<file path="src/rtl/pc_fetch_unit_pkg.sv">
// Shared encodings for the fetch front end and the next-PC path.
package pc_fetch_unit_pkg;

  // Next-PC adder operation select
  localparam logic [1:0] NPC_PLUS4  = 2'b00;
  localparam logic [1:0] NPC_BRANCH = 2'b01;
  localparam logic [1:0] NPC_JUMP   = 2'b10;

  // Opcodes that redirect control flow
  localparam logic [5:0] OP_BEQ = 6'b000100;
  localparam logic [5:0] OP_J   = 6'b000010;
  localparam logic [5:0] OP_JAL = 6'b000011;

  // Fetch controller states
  typedef enum logic [1:0] {
    FETCH_IDLE    = 2'b00,
    FETCH_REQ     = 2'b01,
    FETCH_DECODED = 2'b10
  } fetch_state_e;

endpackage

</file>
<file path="src/rtl/pc_fetch_unit_npc_op_decode.sv">
// Opcode + zero flag -> next-PC adder operation. Purely combinational so the
// control unit can reuse it.
module npc_op_decode
  import pc_fetch_unit_pkg::*;
(
  input  logic [5:0] opcode,
  input  logic       zero,
  output logic [1:0] npc_op
);

  // beq takes the branch only when the ALU reports equality
  always_comb begin
    npc_op = NPC_PLUS4;
    if (opcode == OP_BEQ && zero) begin
      npc_op = NPC_BRANCH;
    end else if (opcode == OP_J || opcode == OP_JAL) begin
      npc_op = NPC_JUMP;
    end
  end

endmodule

</file>
<file path="src/rtl/pc_fetch_unit.sv">
// Multicycle fetch front end: PC/IR ownership, imem read handshake with
// timeout fault, IR decode towards the next-PC adder, and PC commit.
module pc_fetch_unit
  import pc_fetch_unit_pkg::*;
#(
  parameter logic [31:0] RESET_PC = 32'h0000_3000,
  parameter int unsigned TIMEOUT  = 16
) (
  input  logic        clk,
  input  logic        rst,
  input  logic        fetch_go,
  input  logic        pc_wr,
  input  logic        zero,
  input  logic [29:0] npc_in,
  output logic        imem_req,
  output logic [29:0] imem_addr,
  input  logic        imem_rdy,
  input  logic [31:0] imem_rdata,
  output logic [29:0] pc,
  output logic [31:0] ir,
  output logic        ir_valid,
  output logic [1:0]  npc_op,
  output logic [25:0] imm26,
  output logic [31:0] retired,
  output logic        fetch_err
);

  localparam int unsigned CW = (TIMEOUT > 1) ? $clog2(TIMEOUT) : 1;
  localparam logic [CW-1:0] LAST_WAIT = CW'(TIMEOUT - 1);

  fetch_state_e  state;
  logic [CW-1:0] wait_cnt;

  // Fetch sequencing, PC/IR update and fault/retire bookkeeping
  always_ff @(posedge clk or posedge rst) begin
    if (rst) begin
      state     <= FETCH_IDLE;
      pc        <= RESET_PC[31:2];
      ir        <= '0;
      ir_valid  <= 1'b0;
      retired   <= '0;
      fetch_err <= 1'b0;
      wait_cnt  <= '0;
    end else begin
      case (state)
        FETCH_IDLE: begin
          if (fetch_go) begin
            state    <= FETCH_REQ;
            wait_cnt <= '0;
          end
        end
        FETCH_REQ: begin
          // rdy on the final wait cycle still wins over the fault
          if (imem_rdy) begin
            ir       <= imem_rdata;
            ir_valid <= 1'b1;
            state    <= FETCH_DECODED;
          end else if (wait_cnt == LAST_WAIT) begin
            fetch_err <= 1'b1;
            state     <= FETCH_IDLE;
          end else begin
            wait_cnt <= wait_cnt + CW'(1);
          end
        end
        FETCH_DECODED: begin
          if (pc_wr) begin
            pc       <= npc_in;
            ir_valid <= 1'b0;
            retired  <= retired + 32'd1;
            state    <= FETCH_IDLE;
          end
        end
        default: state <= FETCH_IDLE;
      endcase
    end
  end

  assign imem_req  = (state == FETCH_REQ);
  assign imem_addr = pc;
  assign imm26     = ir[25:0];

  npc_op_decode u_npc_op_decode (
    .opcode (ir[31:26]),
    .zero   (zero),
    .npc_op (npc_op)
  );

endmodule
</file>
<file path="config.mk">
export PLATFORM = sky130hd
export DESIGN_NAME = pc_fetch_unit
export DESIGN_NICKNAME = d
export VERILOG_FILES = /design/src/rtl/pc_fetch_unit_pkg.sv /design/src/rtl/pc_fetch_unit_npc_op_decode.sv /design/src/rtl/pc_fetch_unit.sv
export SDC_FILE = /design/constraint.sdc
export NUM_CORES = 1
export LEC_CHECK = 0
export CORE_MARGIN = 4
export CORE_UTILIZATION = 35
export DETAILED_ROUTE_END_ITERATION = 8
export PLACE_DENSITY = 0.74
export SETUP_SLACK_MARGIN = 0.05
export SYNTH_ARGS = -nofsm -noshare
export SYNTH_HDL_FRONTEND = slang
export SYNTH_SLANG_ARGS = --single-unit
export TNS_END_PERCENT = 1
</file>
<file path="constraint.sdc">
create_clock -name clk -period 3.38 [get_ports clk]
set_input_delay 0.845 -clock clk [delete_from_list [all_inputs] [get_ports clk]]
set_output_delay 0.845 -clock clk [all_outputs]
set_load 0.02 [all_outputs]
</file>
# After elaboration in Yosys (flattened, before gate mapping)
# Index checks and enable logic that the tools add are counted.
# totals
reg_bits	102
in_bits	68
elab_cells	47
# op_classes
eq_ne	12
n_reduce_logical	11
bitwise	1
n_addsub	2
muxes	14
# op_table
operator	count
adder 32 x 1 -> 32 bit (second input constant)	1
equality test 6 x 2 -> 1 bit (second input constant)	2
two-way mux 2 bit	6
two-way mux 4 bit	3
AND reduction 3 bit	3
inequality test 2 bit (second input constant)	4
one-hot mux 4 bit (2 select lines)	1
equality test 6 x 3 -> 1 bit (second input constant)	1
one-hot mux 2 bit (3 select lines)	1
adder 4 x 1 -> 4 bit (second input constant)	1
equality test 4 bit (second input constant)	1
AND reduction 2 bit	2
AND reduction 4 bit	1
nonzero test 2 bit	2
inequality test 3 x 1 -> 1 bit (second input constant)	1
equality test 2 x 1 -> 1 bit (second input constant)	1
equality test 2 bit (second input constant)	1
logical NOT 2 bit	1
two-way mux 1 bit	2
inequality test 2 x 1 -> 1 bit (second input constant)	1
one-hot mux 1 bit (2 select lines)	1
logical AND 1 bit	1
logical OR 1 bit	1
NOT 1 bit	1

# Longest topological paths before layout
# depth
ltp_word	4
ltp_mapped	6

# Hierarchy
# From an unflattened synthesis, not the netlist that was laid out.
# hier_totals
hier_cells	427
area_unflattened_um2	4623.2
# modules_own_cells
module	cells_each	instances	area_each_um2	seq_area_each_um2
pc_fetch_unit	423	1	4574.4	2555.0
npc_op_decode	4	1	48.8	0.0

# Least setup slack after synthesis
# No wires, ideal clock.
# synth_path
path_kind	reg2out
startpoint	reg ir[29]
endpoint	out npc_op[0]
stages_incl_launch_ff	3
t_arrival_ns	1.536
slack_ns	0.999
required_time_ns	2.535
path_buffers	0
path_cell_list	dfrtp_1 > or3_1 > nor4_1
# synth_via
elab_chain_len	3
# synth_lines
element	line_no	text
from (decl)	pc_fetch_unit.sv:20	output logic [31:0] ir,
from (signal assigned)	pc_fetch_unit.sv:55	ir <= imem_rdata;
equality test 6 x 3 -> 1 bit	pc_fetch_unit_npc_op_decode.sv:14	if (opcode == OP_BEQ && zero) begin
logical AND 1 bit	pc_fetch_unit_npc_op_decode.sv:14	
two-way mux 2 bit	pc_fetch_unit_npc_op_decode.sv:14	
to (decl)	pc_fetch_unit.sv:22	output logic [1:0] npc_op,
# Every way passes these cells.

# Final worst setup path
# layout_path
startpoint	in zero
endpoint	out npc_op[0]
# layout_via
elab_chain_len	2
# layout_lines
element	line_no	text
from (decl)	pc_fetch_unit.sv:13	input logic zero,
logical AND 1 bit	pc_fetch_unit_npc_op_decode.sv:14	
two-way mux 2 bit	pc_fetch_unit_npc_op_decode.sv:14	
# Every way passes these cells.

==> reports/summary.md <==
The area of all placed cells without fillers came out at 0.00690 sq mm. The clock insertion delay at the later pin of the skew report came out at 0.33 ns. The synthesized netlist net count is 486, and the peak ir drop on the vdd network is 0.424 mV.

The mean cell area of the mapped netlist is 11.0 sq um, and the normalized max-slew margin is 58.3%. After synthesis the cells add up to 0.00456 sq mm. The area growth from synthesis to layout is 51.2%, and the fraction of layout instances using a drive strength above 1 is 11.0%. Counting distinct cell types in the post-synthesis netlist gives 32. The detailed-route vias per instance works out to 4.57. The reported max-cap violation count was 0. The CTS clock-pin slew for the worst setup and hold paths is 0.07 ns, and the number of setup buffers added after CTS is 0. Clock tree synthesis selected as its root buffer the cell clkbuf_16. The run gives 416 as the cell count after synthesis.

For this run, the post-layout net count is 657. The logs give 0 for the number of instances resized during post-cts repair and 0 for the number of nets with antenna violations after routing. The cell area after placement is 0.00659 sq mm, and the worst path required time is 2.53 ns. The max-slew violation total from the final report came out at 0. The H-tree depth reported by CTS is 3, and the hold violation count in the final report is 0.

Entering global routing, the biggest net connects 62 pins. The final worst-path cycle share was 88.8%; the number of optimization iterations in the first detailed-route pass was 4. The start-to-end type of the worst setup path is in2out.

The count of buffers added on input and output ports is 222. Endpoint class of the critical path: an output pin. The run finished with clean final reports. The type of the worst min-delay path is reg2reg. The number of antenna violations at the first check in global routing was 0; the DRC violation count after routing was 0. The slew at the pin with the worst max-slew slack is 0.625 ns, and the width of the chip is 122 microns.

Setup repair after global routing left no endpoint under its margin. The run gives 17.1% as the share of total power in the clock network. For the wire length of the first global-routing pass, the log shows 18,400 microns.

After the first detailed-routing iteration, the DRC count stood at 181. After detailed routing, the total wire length is 11,400 microns. The congestion estimate from routability-driven global placement came to 0.810. Setup violations remaining at the end of the flow were counted as 0. The initial utilization of the core area, before any placement, comes to 36.0%.

Total global routing overflow: 0. The placement row count was 41. The logs give 9 for the number of CTS-inserted buffers and 32.3% for the part of the total power dissipated in sequential elements.

The data arrival time of the worst path is 2.16 ns. The library cells used most frequently in the layout, excluding fill and tap cells, are clkdlybuf4s50_1, nand2_1, dfrtp_1, mux2_2, xnor2_1. The routed layout has 3,494 vias. The tools report the number of clock sinks as 102. For this run, the total global-route usage over all layers was measured as 15.3%.

Critical path launch point type: a primary input. For the fraction of the yosys area taken by sequential cells, the log shows 56.0%. Post-detailed-route wirelength per cell: 14.9 microns. TritonCTS built the clock tree.

The logs give 8660 microns for the half-perimeter wire length after detailed placement and 1,138 for the layout filler cell count. The top fanout value on the critical path came out at 1. Across the routed clock network, the largest skew measured is 0.00716 ns. The logs give 3.83 mW for the cell-internal power and 2 for the maximum root-to-sink buffer count. For this design the ratio of total power to cell area is 894 mW/mm^2. The logs give 0 for the number of buffers added to fix hold violations after cts and 0 for the diode insertion count for antenna repair.

Pin placement for this block handled 223 I/O pins. The leakage power was 3.00 nW; the maximum clock rate was 333 MHz. Most common cell after layout, fill and taps aside: clkdlybuf4s50_1. After synthesis the netlist holds a flip-flop and latch count of 102. The final-layout worst hold slack was 0.477 ns.

Power comes to 6.17 mW. The combinational fraction of design power came out at 50.6%. The area of the die is 0.0149 sq mm. The shortest period the worst path allows works out to 3.00 ns. The tools report the placeable core region as 0.0127 sq mm.

Count of warnings emitted by yosys: 0. Summed over all nets, the switching power comes to 2.34 mW. The via count of the first global-routing pass is 3,684. The floorplan step set the die height to 122 microns. The post-route setup TNS was 0 ns; the switching part of the total power was 38.0%.
==> flip-flops by register name, indices dropped and copies added (netlist names) <==
| signal | count |
|---|---|
| imem_addr | 30 |
| retired | 32 |
| ir_valid | 1 |
| ir | 32 |
| fetch_err | 1 |
| wait_cnt | 4 |
| state | 2 |
==> stage by stage <==
step	setup slack, ns	instances	util [%]
after floorplan	0.999	416	-
final	0.379	764	54.5
after global routing	0.349	764	54.5
after CTS	0.379	764	54.5
after detailed placement	0.379	748	52.0
after global placement	0.367	748	52.0
==> power groups by stage <==
stage          logic [mW]  clock network, mW  registers [mW]
2_1_floorplan        1.47                  0            2.42
3_3_place_gp         3.13                  0            1.98
3_5_place_dp         3.16                  0            2.01
4_1_cts              3.17               1.09            2.00
5_1_grt              3.31               1.13            2.07
6_report             3.12               1.06            1.99
==> Yosys cell counts <==
cell	number	area, sq um
nand2b_1	2	12.5
o31ai_1	1	7.51
xor2_1	5	43.8
dfrtp_1	100	2500
clkbuf_1	7	26.3
or2_2	2	12.5
or3_1	3	18.8
o21ai_0	5	25.0
dfstp_2	2	52.6
inv_1	6	22.5
buf_4	56	420
and4_1	4	35.0
nor2b_1	1	6.26
o22ai_1	1	6.26
nand3b_1	1	7.51
mux2_2	32	360
nor3b_2	1	12.5
a21oi_1	2	10.0
nor4_4	2	42.5
nor4_1	1	6.26
ha_1	2	25.0
nand3_1	12	60.1
buf_2	4	20.0
nor3b_1	2	15.0
xnor2_1	26	228
and2_1	1	6.26
and3_1	4	25.0
nor2_1	5	18.8
nand4_1	15	93.8
nand4b_2	1	15.0
nor3_2	2	20.0
nand2_1	108	405
==> worst paths after layout <==
path                                  start            end  slack [ns]  depth (start not counted)
worst min register to register  retired[31]    retired[31]        0.48                          1
max in group asynchronous               rst  imem_addr[10]        1.96                          3
min in group asynchronous               rst         ir[16]        0.94                          3
worst min-delay path            retired[31]    retired[31]        0.48                          1
worst max-delay path                   zero      npc_op[0]        0.38                          4
worst max register to register     state[0]    retired[31]        1.58                          4
==> worst max-delay path, stage by stage <==
cell and delay (ns):
clkdlybuf4s50_1 0.45, nand2_1 0.05, nor4_1 0.16, clkdlybuf4s50_1 0.65
==> kinds of logic (layout without fill, tap and decap cells) <==
group                      Yosys count  in the layout  synth area share, %
xor gates and xnor gates            31             31                 5.95
adders and majority gates            2              2                0.548
buffers and inverters               73            249                 10.7
AOI/OAI and AO/OA                    9              9                 1.07
DFF                                102            102                 56.0
muxes                               32             32                 7.90
and+or+nand+nor                    167            167                 17.8
==> final cells by class <==
cell class	instances	area, sq um	area share, %
Sequential cell	102	2550	37.0
Timing Repair Buffer	227	2270	32.9
Multi-Input combinational cell	241	1520	22.0
Clock buffer	11	253	3.66
Tap cell	172	215	3.12
Clock inverter	5	57.6	0.834
Inverter	6	26.3	0.381
==> per-layer routing <==
layer	vias to the layer above	track usage, %	share of wire [%]
met5	-	0	0
met4	0	3.50	0.43
met3	4	4.97	7.9
met2	134	26.3	51
met1	1701	18.9	40
li1	1655	-	-
Note: power is estimated with default switching activity, not from simulation.
